`config.mk`:
```
export PLATFORM = sky130hd
export DESIGN_NAME = tdc_readout
export DESIGN_NICKNAME = d
export VERILOG_FILES = /design/src/rtl/tdc_pkg.sv /design/src/rtl/tdc_sync.sv /design/src/rtl/tdc_readout.sv
export SDC_FILE = /design/constraint.sdc
export NUM_CORES = 1
export LEC_CHECK = 0
export ABC_AREA = 1
export CAP_MARGIN = 20
export CORE_AREA = 2 2 62 64
export CTS_BUF_LIST = sky130_fd_sc_hd__clkbuf_4 sky130_fd_sc_hd__clkbuf_8
export DETAILED_ROUTE_END_ITERATION = 10
export DIE_AREA = 0 0 64 66
export HOLD_SLACK_MARGIN = 0.08
export PLACE_DENSITY = 0.79
export RECOVER_POWER = 50
export SKIP_LAST_GASP = 1
export SYNTH_ARGS = -nofsm -noshare
export SYNTH_HDL_FRONTEND = slang
export SYNTH_SLANG_ARGS = --single-unit
```
`constraint.sdc`:
```
create_clock -name clk -period 8.7 [get_ports clk]
set_input_delay 1.74 -clock clk [delete_from_list [all_inputs] [get_ports clk]]
set_output_delay 1.74 -clock clk [all_outputs]
set_load 0.01 [all_outputs]
```
`src/rtl/tdc_pkg.sv`:
```
// Shared types and helpers for the TDC readout stage: state encoding,
// tap-count defaults and the per-sample code/bubble functions.
package tdc_pkg;

    localparam int NTAPS_DEF = 8;
    localparam int MAX_TAPS  = 64;
    localparam int CODE_W    = $clog2(NTAPS_DEF + 1);

    typedef enum logic [1:0] {
        IDLE   = 2'd0,
        SETTLE = 2'd1,
        SAMPLE = 2'd2,
        DONE   = 2'd3
    } tdc_state_e;

    // Number of set taps; callers zero-extend narrower tap vectors.
    function automatic logic [6:0] popcount(input logic [MAX_TAPS-1:0] v);
        logic [6:0] c;
        c = '0;
        for (int i = 0; i < MAX_TAPS; i++) begin
            c = c + {6'd0, v[i]};
        end
        return c;
    endfunction

    // A valid thermometer never has a set tap above a clear one.
    function automatic logic is_thermo(input logic [MAX_TAPS-1:0] v);
        logic ok;
        ok = 1'b1;
        for (int i = 1; i < MAX_TAPS; i++) begin
            if (v[i] && !v[i-1]) begin
                ok = 1'b0;
            end
        end
        return ok;
    endfunction

endpackage

```
`src/rtl/tdc_sync.sv`:
```
// Multi-flop synchronizer for the asynchronous TDC taps; only the last
// stage is visible to the rest of the block.
module tdc_sync #(
    parameter int WIDTH  = 8,
    parameter int STAGES = 2
) (
    input  logic             clk,
    input  logic             rst_n,
    input  logic [WIDTH-1:0] d_i,
    output logic [WIDTH-1:0] q_o
);

    genvar gi;
    generate
        for (gi = 0; gi < STAGES; gi++) begin : g_stage
            logic [WIDTH-1:0] q;
            if (gi == 0) begin : g_in
                always_ff @(posedge clk or negedge rst_n) begin
                    if (!rst_n) begin
                        q <= '0;
                    end else begin
                        q <= d_i;
                    end
                end
            end else begin : g_in
                always_ff @(posedge clk or negedge rst_n) begin
                    if (!rst_n) begin
                        q <= '0;
                    end else begin
                        q <= g_stage[gi-1].q;
                    end
                end
            end
        end
    endgenerate

    assign q_o = g_stage[STAGES-1].q;

endmodule

```
`src/rtl/tdc_readout.sv`:
```
// Readout stage for the vernier TDC: settles, samples the synchronized
// thermometer, accumulates a burst of codes and hands the sum downstream.
module tdc_readout
    import tdc_pkg::*;
#(
    parameter int NTAPS       = NTAPS_DEF,
    parameter int SYNC_STAGES = 2,
    parameter int SETTLE_CYC  = 4,
    parameter int AVG_LOG2    = 4
) (
    input  logic                                   clk,
    input  logic                                   rst_n,
    input  logic [NTAPS-1:0]                       term_in,
    input  logic                                   trig,
    input  logic                                   clear,
    output logic                                   out_valid,
    input  logic                                   out_ready,
    output logic [$clog2(NTAPS+1)+AVG_LOG2-1:0]    out_sum,
    output logic [AVG_LOG2:0]                      out_bubbles,
    output logic                                   overrun
);

    localparam int CW        = $clog2(NTAPS + 1);
    localparam int SUM_W     = CW + AVG_LOG2;
    localparam int BUB_W     = AVG_LOG2 + 1;
    localparam int N_W       = AVG_LOG2 + 1;
    localparam int CNT_W     = (SETTLE_CYC > 1) ? $clog2(SETTLE_CYC) : 1;
    localparam logic [N_W-1:0] BURST_LEN = N_W'(1) << AVG_LOG2;

    logic [NTAPS-1:0] sync_taps;
    logic [CW-1:0]    code;
    logic             bubble;

    tdc_state_e       state_q,   state_d;
    logic [CNT_W-1:0] cnt_q,     cnt_d;
    logic [SUM_W-1:0] acc_sum_q, acc_sum_d;
    logic [BUB_W-1:0] acc_bub_q, acc_bub_d;
    logic [N_W-1:0]   n_q,       n_d;
    logic             ovr_q,     ovr_d;

    tdc_sync #(
        .WIDTH  (NTAPS),
        .STAGES (SYNC_STAGES)
    ) u_sync (
        .clk   (clk),
        .rst_n (rst_n),
        .d_i   (term_in),
        .q_o   (sync_taps)
    );

    assign code   = CW'(popcount(MAX_TAPS'(sync_taps)));
    assign bubble = ~is_thermo(MAX_TAPS'(sync_taps));

    always_ff @(posedge clk or negedge rst_n) begin
        if (!rst_n) begin
            state_q   <= IDLE;
            cnt_q     <= '0;
            acc_sum_q <= '0;
            acc_bub_q <= '0;
            n_q       <= '0;
            ovr_q     <= 1'b0;
        end else begin
            state_q   <= state_d;
            cnt_q     <= cnt_d;
            acc_sum_q <= acc_sum_d;
            acc_bub_q <= acc_bub_d;
            n_q       <= n_d;
            ovr_q     <= ovr_d;
        end
    end

    always_comb begin
        state_d   = state_q;
        cnt_d     = cnt_q;
        acc_sum_d = acc_sum_q;
        acc_bub_d = acc_bub_q;
        n_d       = n_q;
        ovr_d     = ovr_q;

        // A trigger can only start a measurement from IDLE; anything else is lost.
        if (trig && (state_q != IDLE)) begin
            ovr_d = 1'b1;
        end

        case (state_q)
            IDLE: begin
                if (trig) begin
                    state_d = SETTLE;
                    cnt_d   = CNT_W'(SETTLE_CYC - 1);
                end
            end
            SETTLE: begin
                if (cnt_q == '0) begin
                    state_d = SAMPLE;
                end else begin
                    cnt_d = cnt_q - CNT_W'(1);
                end
            end
            SAMPLE: begin
                acc_sum_d = acc_sum_q + SUM_W'(code);
                acc_bub_d = acc_bub_q + BUB_W'(bubble);
                n_d       = n_q + N_W'(1);
                state_d   = (n_d == BURST_LEN) ? DONE : IDLE;
            end
            DONE: begin
                if (out_ready) begin
                    state_d   = IDLE;
                    acc_sum_d = '0;
                    acc_bub_d = '0;
                    n_d       = '0;
                end
            end
            default: begin
                state_d = IDLE;
            end
        endcase

        // clear wins over both a trigger and a completing handshake.
        if (clear) begin
            state_d   = IDLE;
            cnt_d     = '0;
            acc_sum_d = '0;
            acc_bub_d = '0;
            n_d       = '0;
            ovr_d     = 1'b0;
        end
    end

    assign out_valid   = (state_q == DONE);
    assign out_sum     = acc_sum_q;
    assign out_bubbles = acc_bub_q;
    assign overrun     = ovr_q;

endmodule

```
Word-level counts from Yosys, hierarchy flattened
Index checks and enable logic that the tools add are counted.
{"block": "word_totals", "output_inout_bits": 15, "reg_bits": 39}
{"block": "op_classes", "add_sub_neg": 11, "reduce_logical": 24, "n_eq_ne": 8, "muxes": 27, "bitwise": 1}
{"cell": "5-bit one-hot mux with 2 select lines", "n": 2}
{"cell": "4-bit by 1-bit adder with 4-bit output", "n": 4}
{"cell": "2-bit two-way mux", "n": 8}
{"cell": "8-bit two-way mux", "n": 2}
{"cell": "8-bit one-hot mux with 2 select lines", "n": 1}
{"cell": "5-bit two-way mux", "n": 3}
{"cell": "1-bit two-way mux", "n": 9}
{"cell": "3-bit inequality test, second input constant", "n": 3}
{"cell": "8-bit by 4-bit adder with 8-bit output", "n": 1}
{"cell": "1-bit logical AND", "n": 8}
{"cell": "2-bit one-hot mux with 4 select lines", "n": 1}
{"cell": "1-bit zero test", "n": 7}
{"cell": "3-bit AND reduction", "n": 2}
{"cell": "3-bit nonzero test", "n": 2}
{"cell": "5-bit by 1-bit adder with 5-bit output", "n": 1}
{"cell": "5-bit by 1-bit adder with 5-bit output, second input constant", "n": 1}
{"cell": "5-bit equality test, second input constant", "n": 1}
{"cell": "3-bit by 1-bit adder with 4-bit output", "n": 1}
{"cell": "2-bit equality test, second input constant", "n": 2}
{"cell": "2-bit zero test", "n": 2}
{"cell": "2-bit one-hot mux with 2 select lines", "n": 1}
{"cell": "2-bit nonzero test", "n": 2}
{"cell": "2-bit by 1-bit adder with 3-bit output", "n": 1}
{"cell": "3-bit by 2-bit inequality test with 1-bit output, second input constant", "n": 1}
{"cell": "other kinds (5)", "n": 5}

Logic depth before layout (Yosys ltp)
{"block": "logic_depth", "word_depth": 13, "depth_mapped": 15, "mapped_depth_nobuf": 15}

Modules after synthesis
From an unflattened synthesis, not the netlist that was laid out.
{"block": "unflattened", "hier_cells": 211, "hier_area_um2": 1938.1}
{"module": "tdc_readout", "cells_each": 195, "area_per_inst_um2": 1537.7, "n_inst": 1}
{"module": "tdc_sync", "cells_each": 16, "area_per_inst_um2": 400.4, "n_inst": 1}

Worst setup path after synthesis
No wires, ideal clock.
{"block": "synth_timing", "path_type": "register -> register", "start": "register acc_sum_q[0], in the netlist out_sum[0]", "end": "register acc_sum_q[6], in the netlist out_sum[6]", "setup_slack_ns": 5.358, "path_stages_with_launch": 14, "synth_period_minus_slack_ns": 3.342, "required_ns": 8.617, "path_buffers": 0, "t_arrival_ns": 3.260, "path_cell_list": "dfrtp_1 -> fa_1 -> inv_1 -> fa_1 -> fa_1 -> fa_1 -> fa_1 -> inv_1 -> nand3_1 -> nand2_1 -> nand2_1 -> o21ai_0 -> nand3_1 -> o21ai_0"}
{"block": "synth_between", "elab_chain_len": 3}
{"item": "start, declared", "line": "tdc_readout.sv:36", "text": "logic [SUM_W-1:0] acc_sum_q, acc_sum_d;"}
{"item": "start signal, assigned", "line": "tdc_readout.sv:65", "text": "acc_sum_q <= acc_sum_d;"}
{"item": "8-bit by 4-bit adder with 8-bit output", "line": "tdc_readout.sv:100", "text": "acc_sum_d = acc_sum_q + SUM_W'(code);"}
{"item": "8-bit one-hot mux with 2 select lines", "line": "tdc_readout.sv:85", "text": "case (state_q)"}
{"item": "8-bit two-way mux", "line": "tdc_readout.sv:119", "text": "if (clear) begin"}
No other way between the ends.
A chain may end at the register's enable or synchronous reset.

Worst setup path in the final report
Ends and elaborated chain as after synthesis.

==> results.cfg <==
[worst_setup_path]
reg2reg_slack_ps = 5200
endpoint_kind = register
cp_max_fo = 3
cp_cell_sequence = fa_1 > inv_1 > fa_1 > fa_1 > fa_1 > fa_1 > inv_1 > nand3_1 > nand2_1 > nand2_1 > o21ai_0 > nand3_1 > o21ai_0
critical_path.slowest_cell = fa_1
cp.depth = 13
slowest_delay_ps = 550
arrival_ps = 3770
worst-setup-path-type = register to register
crit_buf_inv = 2
rr_startpoint = out_sum[0]$_DFFE_PN0P_
r2r_cells = 13
cp-endpoint = out_sum[6]$_DFFE_PN0P_
timing.rr.end = out_sum[6]$_DFFE_PN0P_
cp.required_ps = 8970
crit_family = adder cells
crit_path_start_kind = register
crit_top_cell = fa_1
startpoint = out_sum[0]$_DFFE_PN0P_

[sta]
clock_skew_ps = 10.00
rsz0062_at_grt = false
setup_viol = 0
finalCritPeriodShare = 0.4022
slew-limit-headroom = -0.3211
hold_viol_final = 0
final.min_clock_period_ps = 3499
worstMarginPinSlew_ps = 1982
max_freq_mhz = 285.8
finalSetupTns_ps = 0
slew_viol_final = 40

[synth]
synth_area_sq_um = 1911
syn_nets = 230
ys_warn_count = 0
seq_area_frac_synth = 0.5108
avgSynthCellArea_sq_um = 9.505
netlist_instances = 201
post_synth_num_cell_types = 25
synth-seq-cells = 39

[drt]
antenna_left = 0
wl_met3_um = 123
firstDrtPassIters = 4
wire_per_inst_um = 11.84
dr.first_iter.drc_count = 86
drc = 0
wl_met2_um = 1595
vias = 1422
wl_met1_um = 1514
top_layer_used = met4
vias_per_cell = 5.060
wirelength_um = 3328

[clock_tree]
ctsResizeCount = 0
clock-sinks = 39
cts_tree = done
insertion_delay_ps = 350
postCtsHoldBufs = 0
cts_max_level = 2
cts_root_buf = clkbuf_4
clk_path_buf_depth = 2
clkSlewWorstSetupHoldPaths_ps = 120
cts_setup_buffers = 0
cts_buffers = 5

[finish]
mostFrequentLayoutCells = 39 x dfrtp_1, 37 x nand2_1, 27 x inv_1
layout-drive-gt1-share = 0.06009
final_common_cell = dfrtp_1
syn_to_final_growth_pct = 18.86
finalNetCount = 261
stdcell_area_sq_um = 2271
fill_cells = 290
n_antenna_cell = 0

[placed_design]
numPortBuffers = 27
gp_congestion = 0.8412
place_hpwl_um = 2512
placed_area_sq_um = 2215

[power]
power_frac_seq = 0.479
powerDensity_nw_per_um2 = 203.2
p_leak_uw = 0.001116
power_frac_clock = 0.200
switchingPower_uw = 162.0
switching_share = 0.3511
p_int_uw = 299.4
pwr-share-comb = 0.321
peakVddDrop_mv = 0.1240

[die]
die_y_um = 66
ios = 28
num_rows = 22
die_width_um = 64
die_area_sq_um = 4224
coreArea_sq_um = 3551
initial_core_util = 0.5381

[grt]
grt_usage = 0.1815
grt_pass1_vias = 1337
overflow = 0
antenna_found_initial = 0
grt_max_degree = 40
grt_pass1_wl_um = 5713

[worst_hold_path]
hold_path.class = register to register

[run]
cap_violations = 1

[run_status]
status = finished with violations
violations = capacitance limit, slew limit
-- cell usage after synthesis (all sizes together) --
library cell,number,area (sq um)
buf,3,21.27
nor3,1,5.000
nand4,2,12.51
nand3,16,80.08
a21oi,11,55.05
fa,5,100.1
ha,11,137.6
o22ai,2,12.51
a21o,1,7.510
nor2,14,52.55
xor2,3,26.28
xnor2,2,17.52
dfrtp,39,975.9
nand2,38,145.1
o211ai,1,12.51
inv,30,112.6
a32o,3,30.03
and3b,1,8.760
o2111ai,1,8.760
o21ai,17,88.83
-- sequential cells by signal, summed over array words and instances (netlist names) --
name              count
u_sync.g_stage.q      8
cnt_q                 2
u_sync.q_o            8
overrun               1
out_sum               8
state_q               2
n_q                   5
out_bubbles           5
-- worst min path at each step --
stage                                          start  depth (start not counted)                       to  slack (ps)
floorplan           u_sync.g_stage[0].q[0]$_DFF_PN0_                          0  u_sync.q_o[0]$_DFF_PN0_         330
global placement    u_sync.g_stage[0].q[3]$_DFF_PN0_                          0  u_sync.q_o[3]$_DFF_PN0_         330
detailed placement  u_sync.g_stage[0].q[1]$_DFF_PN0_                          0  u_sync.q_o[1]$_DFF_PN0_         330
CTS                 u_sync.g_stage[0].q[1]$_DFF_PN0_                          0  u_sync.q_o[1]$_DFF_PN0_         360
global route        u_sync.g_stage[0].q[7]$_DFF_PN0_                          0  u_sync.q_o[7]$_DFF_PN0_         370
finish              u_sync.g_stage[0].q[4]$_DFF_PN0_                          0  u_sync.q_o[4]$_DFF_PN0_         360
-- power by group through the flow --
stage,clock network [uW],registers (uW),logic [uW]
after global routing,103,224,171
after global placement,0,224,145
after floorplan,0,223,102
after detailed placement,0,225,150
final,92.4,221,148
after CTS,97.3,221,151
-- cells by family (layout without fill, tap and decap cells) --
family,Yosys count,after routing,synth area share
compound gates,36,36,0.1126
xor+xnor,5,5,0.02292
fa+ha+maj,16,16,0.1244
buf+inv,33,65,0.07007
flops,39,39,0.5108
simple gates,72,72,0.1591
-- metal layers --
metal | up-vias | GRT usage
met1 | 671 | 0.2151
met4 | 0 | 0.1005
met3 | 9 | 0.05622
li1 | 718 | -
met2 | 24 | 0.2943
met5 | - | 0
-- layout make-up --
type | instances | area [sq um] | share of cell area
Clock inverter | 2 | 12.51 | 0.005510
Sequential cell | 39 | 975.9 | 0.4298
Inverter | 30 | 112.6 | 0.04959
Tap cell | 48 | 60.06 | 0.02645
Multi-Input combinational cell | 129 | 800.8 | 0.3526
Clock buffer | 6 | 45.04 | 0.01983
Timing Repair Buffer | 27 | 264.0 | 0.1163
-- metrics by stage --
stage | instances | power [uW] | worst slack (ps) | util | hold WS [ps]
6_report | 281 | 461.4 | 5201 | 0.6395 | 358.8
5_1_grt | 281 | 498.3 | 4974 | 0.6395 | 367.3
4_1_cts | 281 | 469.9 | 5186 | 0.6399 | 360.1
3_5_place_dp | 273 | 374.9 | 5214 | 0.6237 | 334.7
3_3_place_gp | 273 | 369.0 | 5319 | 0.6237 | 331.1
2_1_floorplan | 201 | 324.7 | 5358 | - | 331.2
(Power assumes the default switching activity.)
